## config.mk

```make
export PLATFORM = sky130hd
export DESIGN_NAME = if_fetch_ctrl_flat
export DESIGN_NICKNAME = d
export VERILOG_FILES = /design/src/rtl/if_ctrl_pkg.sv /design/src/rtl/if_fetch_ctrl_if.sv /design/src/rtl/sat_counter.sv /design/src/rtl/if_fetch_ctrl.sv /design/src/flat_wrapper.sv
export SDC_FILE = /design/constraint.sdc
export NUM_CORES = 1
export LEC_CHECK = 0
export BUFFER_PORTS_ARGS = -buffer_cell sky130_fd_sc_hd__buf_2
export CORE_UTILIZATION = 47
export DETAILED_ROUTE_END_ITERATION = 10
export PLACE_DENSITY = 0.81
export SYNTH_ARGS = -nofsm -noshare
export SYNTH_HDL_FRONTEND = slang
export SYNTH_HIERARCHICAL = 1
export SYNTH_SLANG_ARGS = --single-unit
```

## constraint.sdc

```tcl
create_clock -name clk -period 2.8 [get_ports clk]
set_input_delay 0.14 -clock clk [delete_from_list [all_inputs] [get_ports clk]]
set_output_delay 0.14 -clock clk [all_outputs]
set_load 0.005 [all_outputs]
```

## src/rtl/if_ctrl_pkg.sv

```systemverilog
// Shared types and constants for the IF-stage fetch sequencer.
// Imported by the fetch controller and its memory interface.
package if_ctrl_pkg;

   typedef enum logic [2:0] {
      BOOT,
      REQ,
      DRAIN,
      STALL,
      ERR
   } state_t;

   localparam int unsigned DEF_TIMEOUT = 15;
   localparam logic [31:0] WORD_MASK = 32'hFFFF_FFFC;

endpackage

```

## src/rtl/if_fetch_ctrl_if.sv

```systemverilog
// Instruction-memory request/ready handshake bundle.
// The controller is master; the memory is slave.
interface if_fetch_ctrl_if;
   import if_ctrl_pkg::*;

   logic        mem_req;
   logic [31:0] mem_addr;
   logic        mem_ready;

   modport master (
      output mem_req,
      output mem_addr,
      input  mem_ready
   );

   modport slave (
      input  mem_req,
      input  mem_addr,
      output mem_ready
   );

endinterface

```

## src/rtl/sat_counter.sv

```systemverilog
// Saturating up-counter with enable and synchronous
// active-low clear.
module sat_counter #(
   parameter int unsigned W = 16
) (
   input  logic         clk,
   input  logic         clr_n,
   input  logic         en,
   output logic [W-1:0] count
);

   localparam logic [W-1:0] ONE = {{(W-1){1'b0}}, 1'b1};

   always_ff @(posedge clk) begin
      if (!clr_n)
         count <= '0;
      else if (en && (count != '1))
         count <= count + ONE;
   end

endmodule

```

## src/rtl/if_fetch_ctrl.sv

```systemverilog
// IF-stage fetch sequencer: memory handshake, freeze,
// branch redirect, IF/ID valid/flush and timeout detection.
module if_fetch_ctrl
   import if_ctrl_pkg::*;
#(
   parameter int unsigned TIMEOUT     = DEF_TIMEOUT,
   parameter int unsigned STALL_CNT_W = 16
) (
   input  logic                   clk,
   input  logic                   reset,
   input  logic                   hazard,
   input  logic                   branch_taken_in,
   input  logic [31:0]            branch_addr_in,
   input  logic [31:0]            pc_if,
   if_fetch_ctrl_if.master        mem,
   output logic                   if_freeze,
   output logic                   if_branch_taken,
   output logic [31:0]            if_branch_addr,
   output logic                   if_id_valid,
   output logic                   if_id_flush,
   output logic                   fetch_error,
   output logic [STALL_CNT_W-1:0] stall_cycles
);

   localparam logic [7:0] TO = 8'(TIMEOUT);

   state_t      state;
   state_t      state_nxt;
   logic [7:0]  wait_cnt;
   logic [7:0]  wait_nxt;
   logic [7:0]  wait_inc;
   logic [31:0] pend;
   logic [31:0] pend_nxt;
   logic        rdy;
   logic        br;
   logic        waiting;

   assign rdy      = mem.mem_ready;
   assign br       = branch_taken_in;
   assign wait_inc = wait_cnt + 8'd1;
   assign waiting  = mem.mem_req & ~rdy;
   assign mem.mem_addr = pc_if & WORD_MASK;

   always_ff @(posedge clk) begin
      if (!reset) begin
         state    <= BOOT;
         wait_cnt <= '0;
         pend     <= '0;
      end else begin
         state    <= state_nxt;
         wait_cnt <= wait_nxt;
         pend     <= pend_nxt;
      end
   end

   always_comb begin
      state_nxt = state;
      wait_nxt  = '0;
      pend_nxt  = pend;
      unique case (state)
         BOOT: state_nxt = REQ;
         REQ: begin
            if (br) begin
               if (!rdy) begin
                  pend_nxt  = branch_addr_in;
                  state_nxt = DRAIN;
               end
            end else if (rdy && hazard) begin
               state_nxt = STALL;
            end
         end
         DRAIN: begin
            if (br)
               pend_nxt = branch_addr_in;
            if (rdy)
               state_nxt = REQ;
         end
         STALL: begin
            if (br || !hazard)
               state_nxt = REQ;
         end
         ERR: state_nxt = ERR;
         default: state_nxt = BOOT;
      endcase
      // Waiting only accumulates while the state holds
      if (waiting && (state_nxt == state)) begin
         if (wait_inc == TO)
            state_nxt = ERR;
         else
            wait_nxt = wait_inc;
      end
   end

   always_comb begin
      mem.mem_req     = 1'b0;
      if_freeze       = 1'b1;
      if_branch_taken = 1'b0;
      if_branch_addr  = '0;
      if_id_valid     = 1'b0;
      if_id_flush     = 1'b0;
      fetch_error     = 1'b0;
      unique case (state)
         BOOT: ;
         REQ: begin
            mem.mem_req = 1'b1;
            if (br && rdy) begin
               if_branch_taken = 1'b1;
               if_branch_addr  = branch_addr_in;
               if_freeze       = 1'b0;
               if_id_flush     = 1'b1;
            end else if (!br && rdy && !hazard) begin
               if_freeze   = 1'b0;
               if_id_valid = 1'b1;
            end
         end
         DRAIN: begin
            mem.mem_req = 1'b1;
            if (rdy) begin
               if_branch_taken = 1'b1;
               if_branch_addr  = br ? branch_addr_in : pend;
               if_freeze       = 1'b0;
               if_id_flush     = 1'b1;
            end
         end
         STALL: begin
            if (br) begin
               if_branch_taken = 1'b1;
               if_branch_addr  = branch_addr_in;
               if_freeze       = 1'b0;
               if_id_flush     = 1'b1;
            end
         end
         ERR: fetch_error = 1'b1;
         default: ;
      endcase
   end

   sat_counter #(
      .W (STALL_CNT_W)
   ) u_stall_cnt (
      .clk   (clk),
      .clr_n (reset),
      .en    (if_freeze && (state != ERR)),
      .count (stall_cycles)
   );

endmodule

```

## src/flat_wrapper.sv

```systemverilog
// flat-port wrapper written by rule: the top's interface ports become plain ports
module if_fetch_ctrl_flat import if_ctrl_pkg::*;
#(
   parameter int unsigned TIMEOUT     = DEF_TIMEOUT,
   parameter int unsigned STALL_CNT_W = 16
)
  (clk, reset, hazard, branch_taken_in, branch_addr_in, pc_if, if_freeze, if_branch_taken, if_branch_addr, if_id_valid, if_id_flush, fetch_error, stall_cycles, mem_mem_req, mem_mem_addr, mem_mem_ready);
  if_fetch_ctrl_if mem_i ();
  input  logic clk;
  input  logic reset;
  input  logic hazard;
  input  logic branch_taken_in;
  input  logic [31:0] branch_addr_in;
  input  logic [31:0] pc_if;
  output logic if_freeze;
  output logic if_branch_taken;
  output logic [31:0] if_branch_addr;
  output logic if_id_valid;
  output logic if_id_flush;
  output logic fetch_error;
  output logic [STALL_CNT_W-1:0] stall_cycles;
  output wire logic [$bits(mem_i.mem_req)-1:0] mem_mem_req;
  output wire logic [$bits(mem_i.mem_addr)-1:0] mem_mem_addr;
  input wire logic [$bits(mem_i.mem_ready)-1:0] mem_mem_ready;
  assign mem_mem_req = mem_i.mem_req;
  assign mem_mem_addr = mem_i.mem_addr;
  assign mem_i.mem_ready = mem_mem_ready;
  if_fetch_ctrl #(.TIMEOUT(TIMEOUT), .STALL_CNT_W(STALL_CNT_W)) u_core (.clk(clk), .reset(reset), .hazard(hazard), .branch_taken_in(branch_taken_in), .branch_addr_in(branch_addr_in), .pc_if(pc_if), .mem(mem_i), .if_freeze(if_freeze), .if_branch_taken(if_branch_taken), .if_branch_addr(if_branch_addr), .if_id_valid(if_id_valid), .if_id_flush(if_id_flush), .fetch_error(fetch_error), .stall_cycles(stall_cycles));
endmodule
```

==> metrics.csv <==
stage,metric,value,unit
outcome,status,"complete, no violations",
sta,Max Fclk,460,MHz
logic_synthesis,Seq cells post-synth,59,
sta,sum of negative setup slack,0,ps
logic_synthesis,"Avg Cell Area, Syn",8.26,µm²
setup_path,crit-path leading delay family,simple AND/OR/NAND/NOR gates,
route,DRT Pass-1 Iters,4,
logic_synthesis,Mapped Cells,395,
route,final WL,7020,µm
setup_path,"critical path fanouts, max",13,
layout,Synth-to-Final Area Change,14.7,%
place,DP Worst Slack,617,ps
clock_tree,Post-CTS Setup Bufs,0,
logic_synthesis,Synth area leaders,"dfxtp_1 (36%), nand2_1 (9.4%), a22o_1 (8.9%)",
sta,final setup fails,0,
clock_tree,clock sink total,59,
setup_path,"slowest stage delay, CP",530,ps
logic_synthesis,synth cell count leaders,"nand2_1 (82), dfxtp_1 (59), buf_4 (34)",
clock_tree,post_cts resized,0,
layout,share of cells above drive strength 1,0.267,
logic_synthesis,Yosys top cell area share,0.362,
sta,Layout Skew,7.68,ps
floorplanning,Starting Density,0.483,
place,post-DP HPWL,4860,µm
worst_hold_path,Hold Crit Class,in2reg,
power,Cell Pwr Density,509,nW/µm²
power,total power,0.00190,W
sta,Worst slew margin,0.489,
sta,Worst Tran Pin Value,760,ps
floorplanning,Die W,85.3,µm
floorplanning,# rows,30,
clock_tree,CTS tree,yes,
setup_path,crit-path most repeated cell,nand2_1,
place,Routability Congestion,0.830,
clock_tree,total CTS buffers,9,
logic_synthesis,Post-synth EDFFs,0,
clock_tree,worst-skew pair later-pin latency,330,ps
setup_path,critical path's slowest cell,dfxtp_1,
grt,largest net degree at the start of global routing,33,
logic_synthesis,Cell variety after synth,49,
grt,initial antenna violation count,0,
floorplanning,height of the die,85.3,µm
route,DRC,0,
logic_synthesis,asr flop ratio synth,0,
run,MaxCap Viol Count,0,
route,post-route ant nets,0,
clock_tree,"CTS clk-pin slew, worst paths",70,ps
setup_path,crit path cell chain,"o21ai_0, nand2_1, a21o_1, nor2b_1, nand2_1, or4_1, a21oi_1",
sta,"Hold Violations, Final",0,
grt,GR Overflow Total,0,
route,Routed wire per std cell,13.1,µm
route,vias per cell,5.55,
logic_synthesis,dominant synthesized flop cell,dfxtp_1,
grt,GRT Total Usage,0.193,
floorplanning,I/O pins,155,
clock_tree,H-tree Lvls,3,
sta,RSZ-0062 raised after global routing,no,
sta,final period utilization,0.776,
power,VDD IR-drop max,0.313,mV
floorplanning,core region area,6760,µm²
route,Vias,2962,
grt,first-pass GRT wire length,11500,µm
grt,vias in the first global route,2560,
logic_synthesis,post-synthesis sequential area ratio,0.362,
setup_path,Worst Path Buf+Inv,0,
setup_path,Crit. End Element,flip-flop,
sta,Pins Over Slew Limit,0,
layout,fin nets,521,
setup_path,Worst Path Arrival,2430,ps
logic_synthesis,top-count cell post-synth,nand2_1,
sta,setup ws final,627,ps
clock_tree,clock buffer depth,2,
route,Initial DRC Count,115,
setup_path,WS Path Type,reg2reg,
logic_synthesis,synthesized area,3260,µm²
sta,fin crit period,2170,ps
clock_tree,CTS Hold Bufs,0,
power,LEAKAGE,1.58,nW
logic_synthesis,yosys warns,6,
clock_tree,CTS Root Cell,clkbuf_8,
floorplanning,die area,7280,µm²
layout,Inserted Diodes,0,
setup_path,crit path launch type,flip-flop,
logic_synthesis,cell taking the most area after synthesis,dfxtp_1,
place,Port Buffers,90,
setup_path,Worst EP required,3060,ps
[flip-flops by register name, indices dropped and copies added (netlist names)]
| signal | cells |
|---|---|
| u_core/pend | 32 |
| u_core/state | 3 |
| u_core/u_stall_cnt/count | 16 |
| u_core/wait_cnt | 8 |
[area by class of cell]
type	count	area [µm²]
clock inverter	5	77.6
fill	633	3010
multi-input combinational	275	1720
clock buffer	11	131
timing repair buffer	97	503
sequential	59	1180
inverter	7	26.3
tap	80	100
[power breakdown]
group | switching, W | internal (W) | total [W]
Clock | 0.000323 | 0.000498 | 0.000822
Sequential | 0.0000203 | 0.000865 | 0.000885
Combinational | 0.000107 | 0.0000904 | 0.000197
Total | 0.000450 | 0.00145 | 0.00190
[per-stage QoR]
stage | hold WS [ps] | cells | utilization | area [µm²]
6_report | 47.6 | 534 | 0.554 | 3740
3_3_place_gp | 280 | 518 | 0.523 | 3530
4_1_cts | 33.7 | 534 | 0.554 | 3740
2_1_floorplan | 273 | 396 | - | 3270
5_1_grt | 44.7 | 534 | 0.554 | 3740
3_5_place_dp | 280 | 518 | 0.523 | 3530
[worst paths after layout]
kind | startpoint | endpoint | slack (ps) | depth (start not counted)
hold reg to reg | u_core/pend[9] | u_core/pend[9] | 450 | 2
setup reg to reg | u_core/state[0] | u_core/u_stall_cnt/count[13] | 630 | 7
hold / removal | branch_addr_in[10] | u_core/pend[10] | 50 | 3
setup / recovery | u_core/state[0] | u_core/u_stall_cnt/count[13] | 630 | 7
[worst reg2reg max path, stage by stage (launching register included)]
cell	delay, ps
dfxtp_1	530
o21ai_0	150
nand2_1	80
a21o_1	120
nor2b_1	260
nand2_1	280
or4_1	530
a21oi_1	150
[routing by layer]
layer,vias up,GRT usage,routed length [µm]
met3,9,0.0535,482
li1,1466,-,-
met1,1368,0.238,3170
met5,-,0,0
met4,0,0.0576,57
met2,119,0.327,3310
[kinds of logic after synthesis]
| logic type | Yosys count | synth area share |
|---|---|---|
| multiplexers | 3 | 0.00920 |
| adder cells (fa/ha/maj) | 3 | 0.0115 |
| AO/OA/AOI/OAI | 104 | 0.245 |
| XOR/XNOR | 9 | 0.0242 |
| buffers and inverters | 62 | 0.113 |
| flip-flops | 59 | 0.362 |
| AND/OR/NAND/NOR | 154 | 0.233 |
| other | 1 | 0.00115 |
[placed cells by master, fill, tap and decap left out, types with 4 or more instances in the layout]
cell	n
inv_1	7
xor2_1	6
nor3_1	4
a22o_1	33
dfxtp_1	59
o21ai_0	6
nand3_1	9
buf_2	90
clkbuf_8	9
buf_4	7
and4_1	4
nand2b_1	6
nand2_1	82
a21oi_1	11
nor2_1	16
a21boi_1	33
or4_1	5
o31ai_1	6
Note: power is estimated with default switching activity, not from simulation.
